## src/rtl/tmds_pkg.sv

```systemverilog
// Shared TMDS definitions: word width, DVI control tokens and the
// deserializer alignment FSM states.
package tmds_pkg;

    localparam int unsigned TMDS_WORD_W = 10;

    // Control tokens, bits 9..0, indexed by {C1,C0}
    localparam logic [TMDS_WORD_W-1:0] TMDS_TOKEN_00 = 10'b1101010100;
    localparam logic [TMDS_WORD_W-1:0] TMDS_TOKEN_01 = 10'b0010101011;
    localparam logic [TMDS_WORD_W-1:0] TMDS_TOKEN_10 = 10'b0101010100;
    localparam logic [TMDS_WORD_W-1:0] TMDS_TOKEN_11 = 10'b1010101011;

    typedef enum logic [1:0] {
        SEARCH,
        VERIFY,
        LOCKED
    } tmds_align_state_e;

endpackage

```

## src/rtl/tmds_token_detect.sv

```systemverilog
// Combinational DVI control-token matcher: flags a token and returns its {C1,C0}.
module tmds_token_detect
    import tmds_pkg::*;
(
    input  logic [TMDS_WORD_W-1:0] word_i,
    output logic                   hit_o,
    output logic [1:0]             ctrl_o
);

    // Match the word against the four control tokens
    always_comb begin
        hit_o  = 1'b1;
        ctrl_o = 2'b00;
        case (word_i)
            TMDS_TOKEN_00: ctrl_o = 2'b00;
            TMDS_TOKEN_01: ctrl_o = 2'b01;
            TMDS_TOKEN_10: ctrl_o = 2'b10;
            TMDS_TOKEN_11: ctrl_o = 2'b11;
            default:       hit_o  = 1'b0;
        endcase
    end

endmodule

```

## src/rtl/tmds_deserializer.sv

```systemverilog
// TMDS receive deserializer: shifts three serial lanes, finds the 10-bit word
// boundary from blue-lane control tokens, and emits aligned words with a
// one-cycle valid strobe plus decoded de/hsync/vsync.
module tmds_deserializer
    import tmds_pkg::*;
#(
    parameter int unsigned TOKEN_RUN  = 8,
    parameter int unsigned LOSS_WORDS = 2048
) (
    input  logic       clk_fast,
    input  logic       rst_n,
    input  logic [2:0] TMDS_in,
    output logic [9:0] TMDS_red,
    output logic [9:0] TMDS_green,
    output logic [9:0] TMDS_blue,
    output logic       word_valid,
    output logic       locked,
    output logic       de,
    output logic       hsync,
    output logic       vsync
);

    localparam logic [3:0]  RUN_TGT  = 4'(TOKEN_RUN);
    localparam logic [11:0] LOSS_TGT = 12'(LOSS_WORDS);

    tmds_align_state_e state_q, state_d;

    logic [9:0]  sr_r_q, sr_r_d, sr_g_q, sr_g_d, sr_b_q, sr_b_d;
    logic [9:0]  red_q, red_d, green_q, green_d, blue_q, blue_d;
    logic [3:0]  phase_q, phase_d;
    logic [3:0]  run_q, run_d;
    logic [11:0] loss_q, loss_d;
    logic [11:0] loss_inc;
    logic        word_valid_q, word_valid_d;
    logic        locked_q, locked_d;
    logic        de_q, de_d;
    logic        hsync_q, hsync_d;
    logic        vsync_q, vsync_d;
    logic        boundary;
    logic        tok_hit;
    logic [1:0]  tok_ctrl;

    tmds_token_detect u_blue_tok (
        .word_i (sr_b_q),
        .hit_o  (tok_hit),
        .ctrl_o (tok_ctrl)
    );

    // State and datapath registers
    always_ff @(posedge clk_fast or negedge rst_n) begin
        if (!rst_n) begin
            state_q      <= SEARCH;
            sr_r_q       <= '0;
            sr_g_q       <= '0;
            sr_b_q       <= '0;
            red_q        <= '0;
            green_q      <= '0;
            blue_q       <= '0;
            phase_q      <= '0;
            run_q        <= '0;
            loss_q       <= '0;
            word_valid_q <= 1'b0;
            locked_q     <= 1'b0;
            de_q         <= 1'b0;
            hsync_q      <= 1'b0;
            vsync_q      <= 1'b0;
        end else begin
            state_q      <= state_d;
            sr_r_q       <= sr_r_d;
            sr_g_q       <= sr_g_d;
            sr_b_q       <= sr_b_d;
            red_q        <= red_d;
            green_q      <= green_d;
            blue_q       <= blue_d;
            phase_q      <= phase_d;
            run_q        <= run_d;
            loss_q       <= loss_d;
            word_valid_q <= word_valid_d;
            locked_q     <= locked_d;
            de_q         <= de_d;
            hsync_q      <= hsync_d;
            vsync_q      <= vsync_d;
        end
    end

    // Alignment FSM next state, word capture and status outputs
    always_comb begin
        sr_r_d       = {TMDS_in[2], sr_r_q[9:1]};
        sr_g_d       = {TMDS_in[1], sr_g_q[9:1]};
        sr_b_d       = {TMDS_in[0], sr_b_q[9:1]};
        phase_d      = (phase_q == 4'd9) ? '0 : phase_q + 4'd1;
        state_d      = state_q;
        run_d        = run_q;
        loss_d       = loss_q;
        word_valid_d = 1'b0;
        locked_d     = locked_q;
        de_d         = de_q;
        hsync_d      = hsync_q;
        vsync_d      = vsync_q;
        boundary     = (phase_q == '0);
        loss_inc     = (loss_q == '1) ? loss_q : loss_q + 12'd1;

        case (state_q)
            SEARCH: begin
                // A token in the sliding window forces the word boundary here
                if (tok_hit) begin
                    boundary = 1'b1;
                    phase_d  = 4'd1;
                    run_d    = 4'd1;
                    state_d  = VERIFY;
                end
            end
            VERIFY: begin
                if (boundary) begin
                    if (tok_hit) begin
                        run_d = run_q + 4'd1;
                        if (run_q + 4'd1 == RUN_TGT) begin
                            state_d  = LOCKED;
                            locked_d = 1'b1;
                            loss_d   = '0;
                        end
                    end else begin
                        state_d = SEARCH;
                    end
                end
            end
            LOCKED: begin
                if (boundary) begin
                    if (tok_hit) begin
                        de_d         = 1'b0;
                        hsync_d      = tok_ctrl[0];
                        vsync_d      = tok_ctrl[1];
                        loss_d       = '0;
                        word_valid_d = 1'b1;
                    end else begin
                        loss_d = loss_inc;
                        if (loss_inc == LOSS_TGT) begin
                            state_d  = SEARCH;
                            locked_d = 1'b0;
                            de_d     = 1'b0;
                        end else begin
                            de_d         = 1'b1;
                            word_valid_d = 1'b1;
                        end
                    end
                end
            end
            default: state_d = SEARCH;
        endcase

        red_d   = boundary ? sr_r_q : red_q;
        green_d = boundary ? sr_g_q : green_q;
        blue_d  = boundary ? sr_b_q : blue_q;
    end

    assign TMDS_red   = red_q;
    assign TMDS_green = green_q;
    assign TMDS_blue  = blue_q;
    assign word_valid = word_valid_q;
    assign locked     = locked_q;
    assign de         = de_q;
    assign hsync      = hsync_q;
    assign vsync      = vsync_q;

endmodule

```

## config.mk

```make
export PLATFORM = sky130hd
export DESIGN_NAME = tmds_deserializer
export DESIGN_NICKNAME = d
export VERILOG_FILES = /design/src/rtl/tmds_pkg.sv /design/src/rtl/tmds_token_detect.sv /design/src/rtl/tmds_deserializer.sv
export SDC_FILE = /design/constraint.sdc
export NUM_CORES = 1
export LEC_CHECK = 0
export CELL_PAD_IN_SITES_DETAIL_PLACEMENT = 0
export CELL_PAD_IN_SITES_GLOBAL_PLACEMENT = 1
export CORE_ASPECT_RATIO = 1.25
export CORE_MARGIN = 2
export CORE_UTILIZATION = 45
export CTS_CLUSTER_SIZE = 16
export DETAILED_ROUTE_END_ITERATION = 6
export GPL_ROUTABILITY_DRIVEN = 0
export GPL_TIMING_DRIVEN = 0
export PLACE_DENSITY_LB_ADDON = 0.1
export SKIP_LAST_GASP = 1
export SLEW_MARGIN = 15
export SYNTH_ARGS = -nofsm -noshare
export SYNTH_HDL_FRONTEND = slang
export SYNTH_SLANG_ARGS = --single-unit
```

## constraint.sdc

```tcl
create_clock -name clk_fast -period 2.2 [get_ports clk_fast]
set_input_delay 0.66 -clock clk_fast [delete_from_list [all_inputs] [get_ports clk_fast]]
set_output_delay 0.66 -clock clk_fast [all_outputs]
set_load 0.01 [all_outputs]
```

# == Word level (Yosys, flattened, before mapping) ==
# Index checks and enable logic that the tools add are counted.
# classes
n_addsub,3
mux,38
reduce_logical,11
eq_ne,18
# op_table
cell,n
$mux 12,6
$eq 12x12->1 const B,2
$mux 4,6
$pmux 12 s2,1
$eq 10x10->1 const B,2
$mux 1,14
$mux 2,7
$ne 2x2->1 const B,7
$add 12x1->12 const B,1
$pmux 2 s3,2
$eq 10x8->1 const B,1
$eq 10x9->1 const B,1
$add 4x1->4 const B,2
$eq 4x4->1 const B,2
$pmux 4 s2,1
$reduce_and 7->1,1
$reduce_and 6->1,1
$reduce_and 5->1,1
$logic_not 4->1,1
$reduce_and 4->1,1
$reduce_bool 2->1,2
$reduce_or 4->1,1
$ne 3x3->1 const B,1
$reduce_and 3->1,1
5 further kinds,5
# word_totals
regBits,87

# == Logic depth before layout (Yosys ltp) ==
# depth
word_depth,7
mapped_depth,9
depth_no_buf,7

# == Modules after synthesis ==
# Synthesis repeated with hierarchy kept, for this count alone.
# hier_totals
hier_cells,294
hier_area_um2,3741.1
# by_module_without_submodules
mod,seq_area_each_um2,cells_per_inst,area_per_inst_um2,instances
tmds_deserializer,2177.1,285,3619.7,1
tmds_token_detect,0.0,9,121.4,1

# == Least setup slack after synthesis ==
# No wires, ideal clock.
# synth_path
kind,flip-flop to flip-flop
startpoint,register sr_b_q[2]
endpoint,register blue_q[0] (netlist: TMDS_blue[0])
slack_ns,0.222
period_less_slack_ns,1.978
stages_incl_launch_ff,8
required_time_ns,2.075
arrival_time_ns,1.853
cell_sequence,dfrtp_1 and4bb_2 and4_1 o21bai_2 nor2_1 nor2_1 buf_4 mux2_2
# synth_via
elab_chain_cells,5
elab_cells_between_ends,8
# synth_rtl
item,line,source
from (decl),tmds_deserializer.sv:28,"logic [9:0] sr_r_q, sr_r_d, sr_g_q, sr_g_d, sr_b_q, sr_b_d;"
from (signal assigned),tmds_deserializer.sv:71,sr_b_q <= sr_b_d;
"$eq 10x10->1, or another cell as far along",tmds_token_detect.sv:14,case (word_i)
$reduce_or 4->1 (no source line) *,--,
$mux 1 *,tmds_token_detect.sv:14,
$mux 1 *,tmds_deserializer.sv:106,if (tok_hit) begin
$mux 1 *,tmds_deserializer.sv:103,case (state_q)
to (signal assigned),tmds_deserializer.sv:74,blue_q <= blue_d;
to (decl),tmds_deserializer.sv:29,"logic [9:0] red_q, red_d, green_q, green_d, blue_q, blue_d;"
# Every way passes the cells marked *; elsewhere a longest branch is shown, timed or not.
# A chain may end at the register's enable or synchronous reset.

# == Worst setup path in the final report ==
# layout_path
startpoint,register sr_b_q[5]
endpoint,register loss_q[2]
# layout_via
elab_chain_cells,6
elab_cells_between_ends,11
# layout_rtl
item,line,source
"$eq 10x10->1, or another cell as far along",tmds_token_detect.sv:14,
$reduce_or 4->1 (no source line) *,--,
$mux 1 *,tmds_token_detect.sv:14,
$mux 12,tmds_deserializer.sv:129,if (tok_hit) begin
$mux 12,tmds_deserializer.sv:128,if (boundary) begin
$pmux 12 s2,tmds_deserializer.sv:103,
to (signal assigned),tmds_deserializer.sv:77,loss_q <= loss_d;
to (decl),tmds_deserializer.sv:32,"logic [11:0] loss_q, loss_d;"
# Every way passes the cells marked *; elsewhere a longest branch is shown, timed or not. The select of a mux whose other input is x is not followed.

==> metrics.md <==
| Metric | Value |
|---|---|
| Run status | complete, no violations |
| Multiplexer fraction of the synthesized cell area | a little under a tenth |
| WL final | 6980 microns |
| Area inside the core boundary | 7747 sq um |
| Number of routed nets with antenna violations | 0 |
| Cell leakage power | 0.001848 uW |
| Detailed-route via count | 2420 |
| Power density normalized to cell area | about 1000 nW/um^2 |
| Fraction of the core area covered by cells at the end of the flow | 56.23% |
| R2r worst-path depth | 7 |
| Leading post-synthesis cells by cell area | sky130_fd_sc_hd__dfrtp_1, sky130_fd_sc_hd__mux2_2, sky130_fd_sc_hd__o21ai_0, sky130_fd_sc_hd__nor2_1, sky130_fd_sc_hd__a21oi_1 |
| WP data required | 2.44 ns |
| Worst reg2reg endpoint | loss_q[2]$_DFFE_PN0P_ |
| Total DRC errors in the routed layout | 0 |
| Mean routed wirelength per cell | 15.37 microns |
| CTS tree | built |
| Total clock buffers created by CTS | 9 |
| Xor/xnor cell area share of the yosys netlist | under 10% |
| Syn_nets | 311 |
| Number of storage elements in the synthesis netlist | 87 |
| Max-Cap Viols | 0 |
| Number of flops mapped to enable cells by yosys | 0 |
| Timing-limited maximum frequency | slightly below 500 MHz |
| Wire length of the first global-routing pass | around 12000 microns |
| Measured slew at the worst slew-check pin | 0.6296 ns |
| Fraction of layout cells with a size suffix above 1 | around a fifth |
| IO buf count | 39 |
| Die Width | 83.83 microns |
| Adder-cell area share of the yosys netlist | less than 1% |
| Sequential area share after synthesis | 60.73% |
| Post-layout instance area | around 4400 sq um |
| Initial Utilization | 46.27% |
| Site row count | 36 |
| Tcrit/Tclk final | between 90 and 100% |
| Hold Fails Final Rpt | 0 |
| Number of iterations in the first detailed-routing pass | 4 |
| GRT overflow | 0 |
| Pin count of the biggest net entering global routing | 49 |
| Max_slew headroom | 58.03% |
| Worst hold slack | around 0.31 ns |
| Launch instance of the worst register-to-register path | sr_b_q[5]$_DFF_PN0_ |
| Kind of path behind the tightest hold check | input pin to asynchronous set/reset pin |
| Arrival time reported for the critical path endpoint | 2.29 ns |
| Gate count of the mapped netlist | 304 |
| Setup crit end kind | register |
| Synthesized-area fraction occupied by ao, oa, aoi and oai cells | 10.86% |
| Synthesized cell area | 3585 sq um |
| Library cell with the largest summed area after synthesis | sky130_fd_sc_hd__dfrtp_1 |
| Startpoint of the most critical setup path | sr_b_q[5]$_DFF_PN0_ |
| Average size of a mapped cell | 11.79 sq um |
| Initial antenna violation count | 0 |
| Worst-skew pair later-pin latency | 0.36 ns |
| Proportion of register bits with asynchronous set or reset after synthesis | 100.0% |
| Share of synthesized cell area in and, or, nand and nor gates | 13.75% |
| Final slew viol count | 0 |
| HPWL Detailed | 4722 microns |
| RSZ-0062 raised after global routing | false |
| Kind of critical path | register to register |
| Post-Route Skew | 0.01064 ns |
| Maximum net fanout on the critical path | 10 |
| Via count of the first global-routing pass | 2416 |
| Top-area cell type share of the netlist area | 60.73% |
| Net count, final | 362 |
| Die boundary height | 103.8 microns |
| Top flip-flop cell by instance count after synthesis | sky130_fd_sc_hd__dfrtp_1 |
| Clock sinks | between 80 and 90 |
| Post-layout min period | 2.046 ns |
| 1st-iter DRT viols | 108 |
| Area after DPL | ~4100 sq um |
| Count of boundary I/O pins | 40 |
| H-tree levels | 3 |
| Combinational family with the most area after synthesis | simple AND/OR/NAND/NOR gates |
| Root Buffer Master | sky130_fd_sc_hd__clkbuf_8 |
| Worst setup slack after layout | between 0.15 and 0.2 ns |
| Final setup vio count | 0 |
| Largest buffer count on any clock path | 2 |
| Post-CTS clock slew at the launch and capture registers of the worst setup and hold paths | about 0.09 ns |
| Number of warning messages in the yosys log | 0 |
| Area of the die | 8700 sq um |
| VDD IR-drop max | 0.0007156 V |
| Sort of element at the start of the critical path | register |
| Post-synthesis cell type count | 45 |
| Setup WS pre-CTS | -0.2288 ns |
| Routed vias/inst | 5.330 |
| FF-to-FF setup slack | 0.15 ns |
| Relative area change from synthesis to final layout | 21.54% |
| Antenna diode instance count | 0 |
| Total global routing track utilization | roughly 17% |
## metal layers
metal	track usage, %	wire (microns)	part of all wire (%)
met5	0	0	0
met4	8.641	136	1.9
met3	2.948	179	2.6
met2	26.74	3311	47
met1	24.17	3353	48
## layout make-up
class,count,area (sq um)
inverter,9,33.78
timing repair buffer,43,430.4
buffer,10,71.32
clock buffer,12,155.1
multi-input combinational,195,1340
clock inverter,3,26.28
tap,95,118.9
fill,705,3391
sequential,87,2181
## timing repair
item | in CTS | in global routing
pin swaps | 3 | 2
hold endpoints to repair | 0 | 0
hold buffers | 0 | 0
setup buffers | 1 | 2
setup endpoints to repair | 44 | 48
gates resized for setup | 6 | 11
## critical path: stages, from the launching register on
cell	delay (ns)
sky130_fd_sc_hd__dfrtp_1	0.42
sky130_fd_sc_hd__and4bb_2	0.32
sky130_fd_sc_hd__and4_1	0.28
sky130_fd_sc_hd__o21bai_4	0.10
sky130_fd_sc_hd__o31a_1	0.32
sky130_fd_sc_hd__clkbuf_2	0.21
sky130_fd_sc_hd__o21ai_0	0.20
sky130_fd_sc_hd__o21ai_1	0.08
## sequential cells by signal, summed over array words and instances (netlist names)
| register | flops |
|---|---|
| loss_q | 12 |
| TMDS_blue | 10 |
| TMDS_green | 10 |
| TMDS_red | 10 |
| sr_b_q | 10 |
| sr_g_q | 10 |
| sr_r_q | 10 |
| phase_q | 4 |
| run_q | 4 |
| state_q | 2 |
| de | 1 |
| hsync | 1 |
| locked | 1 |
| vsync | 1 |
| word_valid | 1 |
## kinds of logic after synthesis
| family | Yosys count |
|---|---|
| xor gates and xnor gates | 6 |
| AOI/OAI and AO/OA | 63 |
| and+or+nand+nor | 94 |
| DFF | 87 |
| muxes | 30 |
| buffers and inverters | 22 |
| adders and majority gates | 2 |
## layout by cell type, fill, tap and decap left out, types with 2 or more instances in the layout
| cell | Yosys | routed |
|---|---|---|
| sky130_fd_sc_hd__a21oi_1 | 15 | 14 |
| sky130_fd_sc_hd__a21oi_2 | 1 | 2 |
| sky130_fd_sc_hd__a22oi_1 | 3 | 3 |
| sky130_fd_sc_hd__a31oi_1 | 3 | 3 |
| sky130_fd_sc_hd__and3_1 | 2 | 2 |
| sky130_fd_sc_hd__and4_1 | 2 | 2 |
| sky130_fd_sc_hd__buf_4 | 3 | 6 |
| sky130_fd_sc_hd__buf_6 | 2 | 3 |
| sky130_fd_sc_hd__clkbuf_1 | 7 | 3 |
| sky130_fd_sc_hd__clkbuf_2 | 0 | 2 |
| sky130_fd_sc_hd__clkbuf_8 | 0 | 11 |
| sky130_fd_sc_hd__clkdlybuf4s50_1 | 0 | 38 |
| sky130_fd_sc_hd__dfrtp_1 | 87 | 84 |
| sky130_fd_sc_hd__dfrtp_2 | 0 | 3 |
| sky130_fd_sc_hd__inv_1 | 9 | 9 |
| sky130_fd_sc_hd__inv_6 | 0 | 2 |
| sky130_fd_sc_hd__mux2_2 | 30 | 30 |
| sky130_fd_sc_hd__nand2_1 | 20 | 20 |
| sky130_fd_sc_hd__nand2b_1 | 3 | 3 |
| sky130_fd_sc_hd__nand3_1 | 12 | 12 |
| sky130_fd_sc_hd__nand4_1 | 6 | 6 |
| sky130_fd_sc_hd__nor2_1 | 27 | 24 |
| sky130_fd_sc_hd__nor2_2 | 0 | 2 |
| sky130_fd_sc_hd__nor2b_1 | 2 | 2 |
| sky130_fd_sc_hd__nor3_1 | 7 | 7 |
| sky130_fd_sc_hd__nor4_4 | 1 | 2 |
| sky130_fd_sc_hd__o21ai_0 | 21 | 21 |
| sky130_fd_sc_hd__o21ai_1 | 9 | 9 |
| sky130_fd_sc_hd__o31ai_1 | 2 | 2 |
| sky130_fd_sc_hd__or3_1 | 3 | 3 |
| sky130_fd_sc_hd__or4_4 | 0 | 2 |
| sky130_fd_sc_hd__xnor2_1 | 4 | 4 |
| sky130_fd_sc_hd__xor2_1 | 2 | 2 |
## metrics by stage
step / total power (uW) / instances / setup TNS (ns)
after global placement: 3351 / 438 / -232.71
after floorplan: 2678 / 304 / 0
final: 4390 / 454 / 0
after global routing: 4636 / 454 / 0
after CTS: 4446 / 454 / 0
after detailed placement: 3394 / 439 / -6.638
## report_power, final
part	internal (uW)	switching (uW)
clock network	477	562
registers	1940	215
logic	755	437
total	3180	1210
## synth_stat cells, types with 2 or more instances
cell,count
sky130_fd_sc_hd__dfrtp_1,87
sky130_fd_sc_hd__mux2_2,30
sky130_fd_sc_hd__nor2_1,27
sky130_fd_sc_hd__o21ai_0,21
sky130_fd_sc_hd__nand2_1,20
sky130_fd_sc_hd__a21oi_1,15
sky130_fd_sc_hd__nand3_1,12
sky130_fd_sc_hd__inv_1,9
sky130_fd_sc_hd__o21ai_1,9
sky130_fd_sc_hd__clkbuf_1,7
sky130_fd_sc_hd__nor3_1,7
sky130_fd_sc_hd__nand4_1,6
sky130_fd_sc_hd__xnor2_1,4
sky130_fd_sc_hd__a22oi_1,3
sky130_fd_sc_hd__a31oi_1,3
sky130_fd_sc_hd__buf_4,3
sky130_fd_sc_hd__nand2b_1,3
sky130_fd_sc_hd__or3_1,3
sky130_fd_sc_hd__and3_1,2
sky130_fd_sc_hd__and4_1,2
sky130_fd_sc_hd__buf_6,2
sky130_fd_sc_hd__ha_1,2
sky130_fd_sc_hd__nor2b_1,2
sky130_fd_sc_hd__o31ai_1,2
sky130_fd_sc_hd__or4_1,2
sky130_fd_sc_hd__xor2_1,2
## worst max path at each step
stage / endpoint / slack, ns / depth (start not counted)
finish: loss_q[2]$_DFFE_PN0P_ / 0.15 / 7
global route: loss_q[4]$_DFFE_PN0P_ / 0.002 / 7
CTS: TMDS_red[2]$_DFFE_PN0P_ / 0.0001 / 7
detailed placement: TMDS_red[2]$_DFFE_PN0P_ / -0.23 / 7
global placement: loss_q[4]$_DFFE_PN0P_ / -2.62 / 1
floorplan: TMDS_blue[0]$_DFFE_PN0P_ / 0.22 / 7
Note: power is estimated with default switching activity, not from simulation.
